[src/rtl/fetch_stage_pkg.sv]
// Shared constants, FSM encoding and opcode helper for the microRISC fetch stage.
package fetch_stage_pkg;

    localparam int          PC_WIDTH   = 9;
    localparam int          INST_WIDTH = 16;
    localparam logic [3:0]  OPC_HALT   = 4'hF;
    localparam logic [15:0] NOP_INST   = 16'h0000;

    typedef enum logic {
        FS_RUN  = 1'b0,
        FS_HALT = 1'b1
    } fs_state_t;

    function automatic logic is_halt(input logic [INST_WIDTH-1:0] inst,
                                     input logic [3:0]            opc);
        return inst[INST_WIDTH-1:INST_WIDTH-4] == opc;
    endfunction

endpackage

[src/rtl/fetch_stage_if_id_reg.sv]
// IF/ID pipeline register: load a fetched word, hold it, or drop only its valid bit.
module fetch_stage_if_id_reg
    import fetch_stage_pkg::*;
#(
    parameter int PC_W = PC_WIDTH
) (
    input  logic                  clk,
    input  logic                  rst,
    input  logic                  load,
    input  logic                  clr_valid,
    input  logic [INST_WIDTH-1:0] inst,
    input  logic [PC_W-1:0]       pc,
    input  logic [PC_W-1:0]       pc_plus1,
    output logic [INST_WIDTH-1:0] ifid_inst,
    output logic [PC_W-1:0]       ifid_pc,
    output logic [PC_W-1:0]       ifid_pc_plus1,
    output logic                  ifid_valid
);

    always_ff @(posedge clk) begin
        if (rst) begin
            ifid_inst     <= NOP_INST;
            ifid_pc       <= '0;
            ifid_pc_plus1 <= '0;
            ifid_valid    <= 1'b0;
        end else if (load) begin
            ifid_inst     <= inst;
            ifid_pc       <= pc;
            ifid_pc_plus1 <= pc_plus1;
            ifid_valid    <= 1'b1;
        end else if (clr_valid) begin
            ifid_valid    <= 1'b0;
        end
    end

endmodule

[src/rtl/fetch_stage.sv]
// Instruction-fetch stage: PC register, next-PC selection, RUN/HALT FSM and IF/ID capture.
module fetch_stage
    import fetch_stage_pkg::*;
#(
    parameter int              PC_W     = PC_WIDTH,
    parameter logic [PC_W-1:0] RESET_PC = '0,
    parameter logic [3:0]      HALT_OPC = OPC_HALT
) (
    input  logic                  clk,
    input  logic                  rst,
    input  logic                  stall,
    input  logic                  flush,
    input  logic                  redirect_valid,
    input  logic [PC_W-1:0]       redirect_pc,
    output logic [PC_W-1:0]       imem_addr,
    input  logic [INST_WIDTH-1:0] imem_inst,
    output logic [INST_WIDTH-1:0] ifid_inst,
    output logic [PC_W-1:0]       ifid_pc,
    output logic [PC_W-1:0]       ifid_pc_plus1,
    output logic                  ifid_valid,
    output logic                  halted
);

    logic [PC_W-1:0] pc_q;
    logic [PC_W-1:0] pc_inc;
    fs_state_t       state_q;
    logic            load;
    logic            clr_valid;
    logic            halt_hit;

    assign imem_addr = pc_q;
    assign pc_inc    = pc_q + 1'b1;

    // Redirect beats stall; a stalled HALT state freezes everything, including flush.
    always_comb begin
        load      = 1'b0;
        clr_valid = 1'b0;
        halt_hit  = 1'b0;
        if (redirect_valid) begin
            clr_valid = 1'b1;
        end else if (stall) begin
            clr_valid = flush && (state_q == FS_RUN);
        end else if (state_q == FS_HALT || flush) begin
            clr_valid = 1'b1;
        end else begin
            load     = 1'b1;
            halt_hit = is_halt(imem_inst, HALT_OPC);
        end
    end

    always_ff @(posedge clk) begin
        if (rst) begin
            pc_q    <= RESET_PC;
            state_q <= FS_RUN;
            halted  <= 1'b0;
        end else if (redirect_valid) begin
            pc_q    <= redirect_pc;
            state_q <= FS_RUN;
            halted  <= 1'b0;
        end else if (halt_hit) begin
            state_q <= FS_HALT;
            halted  <= 1'b1;
        end else if (!stall && state_q == FS_RUN) begin
            pc_q    <= pc_inc;
        end
    end

    fetch_stage_if_id_reg #(.PC_W(PC_W)) u_if_id_reg (
        .clk          (clk),
        .rst          (rst),
        .load         (load),
        .clr_valid    (clr_valid),
        .inst         (imem_inst),
        .pc           (pc_q),
        .pc_plus1     (pc_inc),
        .ifid_inst    (ifid_inst),
        .ifid_pc      (ifid_pc),
        .ifid_pc_plus1(ifid_pc_plus1),
        .ifid_valid   (ifid_valid)
    );

endmodule

[config.mk]
export PLATFORM = sky130hd
export DESIGN_NAME = fetch_stage
export DESIGN_NICKNAME = d
export VERILOG_FILES = /design/src/rtl/fetch_stage_pkg.sv /design/src/rtl/fetch_stage_if_id_reg.sv /design/src/rtl/fetch_stage.sv
export SDC_FILE = /design/constraint.sdc
export NUM_CORES = 1
export LEC_CHECK = 0
export CORE_MARGIN = 2
export CORE_UTILIZATION = 44
export DETAILED_ROUTE_END_ITERATION = 10
export MAX_ROUTING_LAYER = met4
export PLACE_DENSITY_LB_ADDON = 0.05
export SYNTH_ARGS = -nofsm -noshare
export SYNTH_HDL_FRONTEND = slang
export SYNTH_HIERARCHICAL = 1
export SYNTH_SLANG_ARGS = --single-unit
[constraint.sdc]
create_clock -name clk -period 2 [get_ports clk]
set_clock_uncertainty 0.2 [all_clocks]
set_input_delay 0.4 -clock clk [delete_from_list [all_inputs] [get_ports clk]]
set_output_delay 0.4 -clock clk [all_outputs]
set_load 0.03 [all_outputs]
Yosys cells after proc, flatten, opt, wreduce, memory -nomap -nowiden:

Index checks and enable logic that the tools add are counted.

* add/subtract/negate cells: 1
* equality and inequality tests: 2
* mux-type cells: 14
* bitwise operators: 1
* reductions and logical operators: 8

Operator list (number)
* $mux W9: 3
* $mux W1: 11
* $add A9 B1 Y9 const B: 1
* $eq A4 B4 Y1 const B: 1
* $reduce_bool A2 Y1: 2
* $logic_and A1 B1 Y1: 2
* $ne A2 B2 Y1 const B: 1
* $reduce_and A2 Y1: 1
* $reduce_or A2 Y1: 1
* $logic_not A1 Y1: 1
* $logic_or A1 B1 Y1: 1
* $not A1 Y1: 1

* bits in registers: 45
* bits of input ports: 30
* output and inout port bits: 45
* logic and storage cells: 32

Logic depth before layout (Yosys ltp):

* depth in word-level cells: 6
* depth in mapped cells: 7
* gate-level depth less buffers: 6

Cells and area by module:

Netlist, hierarchy kept.

By module, submodules not included
* fetch_stage_if_id_reg: instances 1, cells each 114, area each 1272.5 um2, sequential area each 700.7 um2
* fetch_stage: instances 1, cells each 83, area each 709.4 um2, sequential area each 200.2 um2

Worst setup path before layout:

No wires, ideal clock.

* kind: flip-flop to flip-flop
* from: register pc_q[0], in the netlist imem_addr[0]
* to: register pc_q[8], in the netlist imem_addr[8]
* data arrival time: 1.744 ns
* data required time: 1.709 ns
* path slack: -0.034 ns
* stages on the path, launching flop included: 7
* path buffers: 1
* cells stage by stage: dfxtp_1 > ha_1 > and3_1 > buf_6 > nand2_2 > or3_1 > a311oi_1

* cells in the longest elaborated chain, start to end: 4

Ends and longest elaborated chain
* start: declaration: RTL line fetch_stage.sv:24 `logic [PC_W-1:0] pc_q;`
* start signal: assignment: RTL line fetch_stage.sv:57 `pc_q <= redirect_pc;`
* start signal: assignment: RTL line fetch_stage.sv:64 `pc_q <= pc_inc;`
* $add A9 B1 Y9: RTL line fetch_stage.sv:32 `assign pc_inc = pc_q + 1'b1;`
* $mux W9: RTL line fetch_stage.sv:63 `end else if (!stall && state_q == FS_RUN) begin`
* $mux W9: RTL line fetch_stage.sv:60 `end else if (halt_hit) begin`
* $mux W9: RTL line fetch_stage.sv:56 `end else if (redirect_valid) begin`

No other way between the ends. The select of a mux whose other input is x is not followed.
A chain may end at the register's enable or synchronous reset.

Worst setup path in the final report:

* from: register u_if_id_reg.ifid_pc[7]
* to: output ifid_pc[7]

RTL lines
* start: declaration: RTL line fetch_stage_if_id_reg.sv:15 `output logic [PC_W-1:0] ifid_pc,`
* start signal: assignment: RTL line fetch_stage_if_id_reg.sv:28 `ifid_pc <= pc;`
* end: declaration: RTL line fetch_stage.sv:18 `output logic [PC_W-1:0] ifid_pc,`

No word-level cell between the ends.

==> impl_metrics.env <==
export IMPL_outcome="complete, no violations"
export IMPL_start_kind="flip-flop"
export IMPL_avgSynthCellArea_um2=10.06
export IMPL_path_delay_family="buffers and inverters"
export IMPL_yosysMostFrequentCell="dfxtp_1"
export IMPL_final_max_slew_violation_count=0
export IMPL_n_antenna_cell=0
export IMPL_root_buffer="clkbuf_8"
export IMPL_p_sw_mw=0.4921
export IMPL_synth_edff_count=0
export IMPL_ant_nets=0
export IMPL_ioPinCount=75
export IMPL_worst_ir_drop_vdd_v=0.0004847
export IMPL_cp_data_required_time_ps=1400
export IMPL_yosysTopAreaCellShare_pct=45.45
export IMPL_crit_slowest_cell="clkdlybuf4s50_1"
export IMPL_holdBufCountCts=0
export IMPL_yosysTopAreaCell="dfxtp_1"
export IMPL_slew_headroom_pct=67.19
export IMPL_path_class="reg2out"
export IMPL_synth_area_leaders="dfxtp_1 (45%), mux2i_1 (17%), nor2_1 (8.3%)"
export IMPL_grt_pass1_wl_um=7548
export IMPL_p_comb_share_pct=19.5
export IMPL_synth_xor_area_share_pct=3.535
export IMPL_dr_pass1_iters=4
export IMPL_syn_inst=197
export IMPL_gp_congestion=0.7617
export IMPL_routed_via_count=1689
export IMPL_setup_violations=0
export IMPL_finalHoldViolCount=0
export IMPL_initial_core_util_pct=45.52
export IMPL_seq_power_share_pct=51.8
export IMPL_drive_above_1_share_pct=13.15
export IMPL_clk_latency_ps=290
export IMPL_min_path_type="reg2reg"
export IMPL_muxShareOfSynthArea_pct=17.17
export IMPL_tightest_slew_ps=492.2
export IMPL_ys_types=37
export IMPL_areaGrowthSynthToFinish_pct=47.03
export IMPL_grt_usage_pct=19.37
export IMPL_die_w_um=71.12
export IMPL_h_tree_depth=2
export IMPL_grt_start_max_net_pins=25
export IMPL_dp_slack_ps=-172.7
export IMPL_die_area_mm2=0.005057
export IMPL_crit_buf_inv=1
export IMPL_synth_adder_area_share_pct=0.6313
export IMPL_clock_fmax_mhz=515.2
export IMPL_synthFlopType="dfxtp_1"
export IMPL_ys_ff_latch=45
export IMPL_crit_chain="clkdlybuf4s50_1"
export IMPL_crit_fanout=2
export IMPL_r2r_start="imem_addr[0]$_SDFFE_PP0P_"
export IMPL_intPower_mw=1.358
export IMPL_vias_per_cell=4.953
export IMPL_hpwlAfterDp_um=3441
export IMPL_cts_buffers=5
export IMPL_seq_area_frac_synth_pct=45.45
export IMPL_p_sw_share_pct=26.59
export IMPL_finalWorstSetupSlack_ps=58.89
export IMPL_post_route_period_util_pct=97.06
export IMPL_worstPathArrival_ps=1340
export IMPL_clockBufferDepth=2
export IMPL_overflow=0
export IMPL_rows=24
export IMPL_antenna_found_initial=0
export IMPL_finalNetCount=319
export IMPL_fin_tns_setup_ps=0
export IMPL_timing_critical_path_from="u_if_id_reg/ifid_pc[7]$_SDFFE_PP0P_"
export IMPL_synth_compound_area_share_pct=8.081
export IMPL_yosysWarnings=6
export IMPL_drt_initial_drc_count=73
export IMPL_yosys_area_share_simple_pct=17.11
export IMPL_fill_cells=385
export IMPL_die_y_um=71.12
export IMPL_syn_cell_area_mm2=0.001982
export IMPL_clk_pin_slew_ps=80
export IMPL_hold_start="u_if_id_reg/ifid_valid$_SDFFE_PP0P_"
export IMPL_portBuffers=74
export IMPL_clkPwrFrac_pct=28.7
export IMPL_cts_tree="yes"
export IMPL_cp_end_kind="output pin"
export IMPL_cellLeakagePower_nw=1.134
export IMPL_slowest_delay_ps=700
export IMPL_core_area_mm2=0.004354
export IMPL_synth_top_family_by_area="multiplexers"
export IMPL_drt_wl_total_um=4568
export IMPL_drv_cap=0
export IMPL_async_flop_share_pct=0
export IMPL_powerDensity_mw_per_mm2=635.0
export IMPL_syn_nets=228
export IMPL_drc=0
export IMPL_fin_crit_ps=1941
export IMPL_rsz0062_at_grt="false"
export IMPL_power_mw=1.850
export IMPL_ys_top_cells_by_count="dfxtp_1 (45), nor2_1 (44), mux2i_1 (34), inv_1 (6), xnor2_1 (6)"
export IMPL_wire_per_inst_um=13.40
export IMPL_cts_num_sinks=45
export IMPL_grt_pass1_vias=1647
-- cells in the final DEF (no fill, tap or decap), types with 3 or more instances in the layout --
cell type / Yosys / layout
a2111oi_0: 3 / 3
nor2_1: 44 / 44
a211oi_1: 3 / 3
buf_4: 1 / 22
dfxtp_1: 45 / 43
clkdlybuf4s50_1: 0 / 65
a311oi_1: 4 / 4
o21a_1: 3 / 3
mux2i_1: 34 / 34
inv_1: 6 / 6
clkbuf_1: 3 / 3
xnor2_1: 6 / 6
or3_1: 3 / 3
o21ai_0: 4 / 4
and4_1: 3 / 3
clkbuf_8: 1 / 5
nand2_1: 5 / 5
dlygate4sd2_1: 0 / 7
-- flip-flops by register name, indices dropped and copies added, names as in the netlist --
| signal | cells |
|---|---|
| u_if_id_reg/ifid_inst | 16 |
| state_q | 1 |
| u_if_id_reg/ifid_pc_plus1 | 9 |
| imem_addr | 9 |
| u_if_id_reg/ifid_valid | 1 |
| u_if_id_reg/ifid_pc | 9 |
-- cell type report --
| type | instances | area [um2] | area share, % |
|---|---|---|---|
| inverter | 6 | 22.52 | 0.7729 |
| tap | 52 | 65.06 | 2.233 |
| timing repair buffer | 97 | 914.6 | 31.39 |
| multi-input combinational | 133 | 928.4 | 31.86 |
| sequential | 45 | 903.4 | 31.00 |
| clock buffer | 8 | 80.08 | 2.748 |
-- timing repair --
item                                    CTS  global route
endpoints found under the setup margin    7             1
gates resized for setup                   7             1
setup buffers                             0             0
-- metal layers --
layer	routed length, um	vias to the layer above	global-route usage (%)
li1	-	857	-
met1	2054	765	24.55
met2	2114	58	30.53
met3	322	9	4.701
met4	76	0	6.289
met5	0	-	-
-- worst register-to-register path, delay by kind of cell (launching register included) --
family	cells	cell delay, ps
flip-flops	1	400
AO/OA/AOI/OAI	1	240
AND/OR/NAND/NOR	3	650
adder cells (fa/ha/maj)	1	190
-- per-stage QoR --
stage / instances / util (%) / instance area (um2) / hold slack (ps)
floorplan: 197 / - / 1984 / 347.2
global placement: 333 / 65.23 / 2840 / 270.5
detailed placement: 333 / 65.23 / 2840 / 269.2
finish: 341 / 66.93 / 2914 / 275.8
CTS: 341 / 66.87 / 2912 / 283.0
global route: 341 / 66.93 / 2914 / 323.9
-- logic make-up after synthesis --
logic type | Yosys count
AO/OA/AOI/OAI | 21
XOR/XNOR | 8
adder cells (fa/ha/maj) | 1
buffers and inverters | 19
flip-flops | 45
multiplexers | 34
AND/OR/NAND/NOR | 69
-- worst paths after layout --
path | slack (ps) | to | cells after the start
min | 280 | u_if_id_reg/ifid_valid$_SDFFE_PP0P_ | 2
max | 60 | ifid_pc[7] | 1
max reg2reg | 220 | imem_addr[8]$_SDFFE_PP0P_ | 5
min reg2reg | 280 | u_if_id_reg/ifid_valid$_SDFFE_PP0P_ | 2
-- power groups by stage --
stage / combinational (mW) / sequential (mW) / clock [mW]
final: 0.362 / 0.958 / 0.531
after global routing: 0.387 / 0.964 / 0.589
after CTS: 0.365 / 0.959 / 0.557
after detailed placement: 0.370 / 0.979 / 0
after global placement: 0.366 / 0.980 / 0
after floorplan: 0.126 / 1.05 / 0
Note: power is estimated with default switching activity, not from simulation.
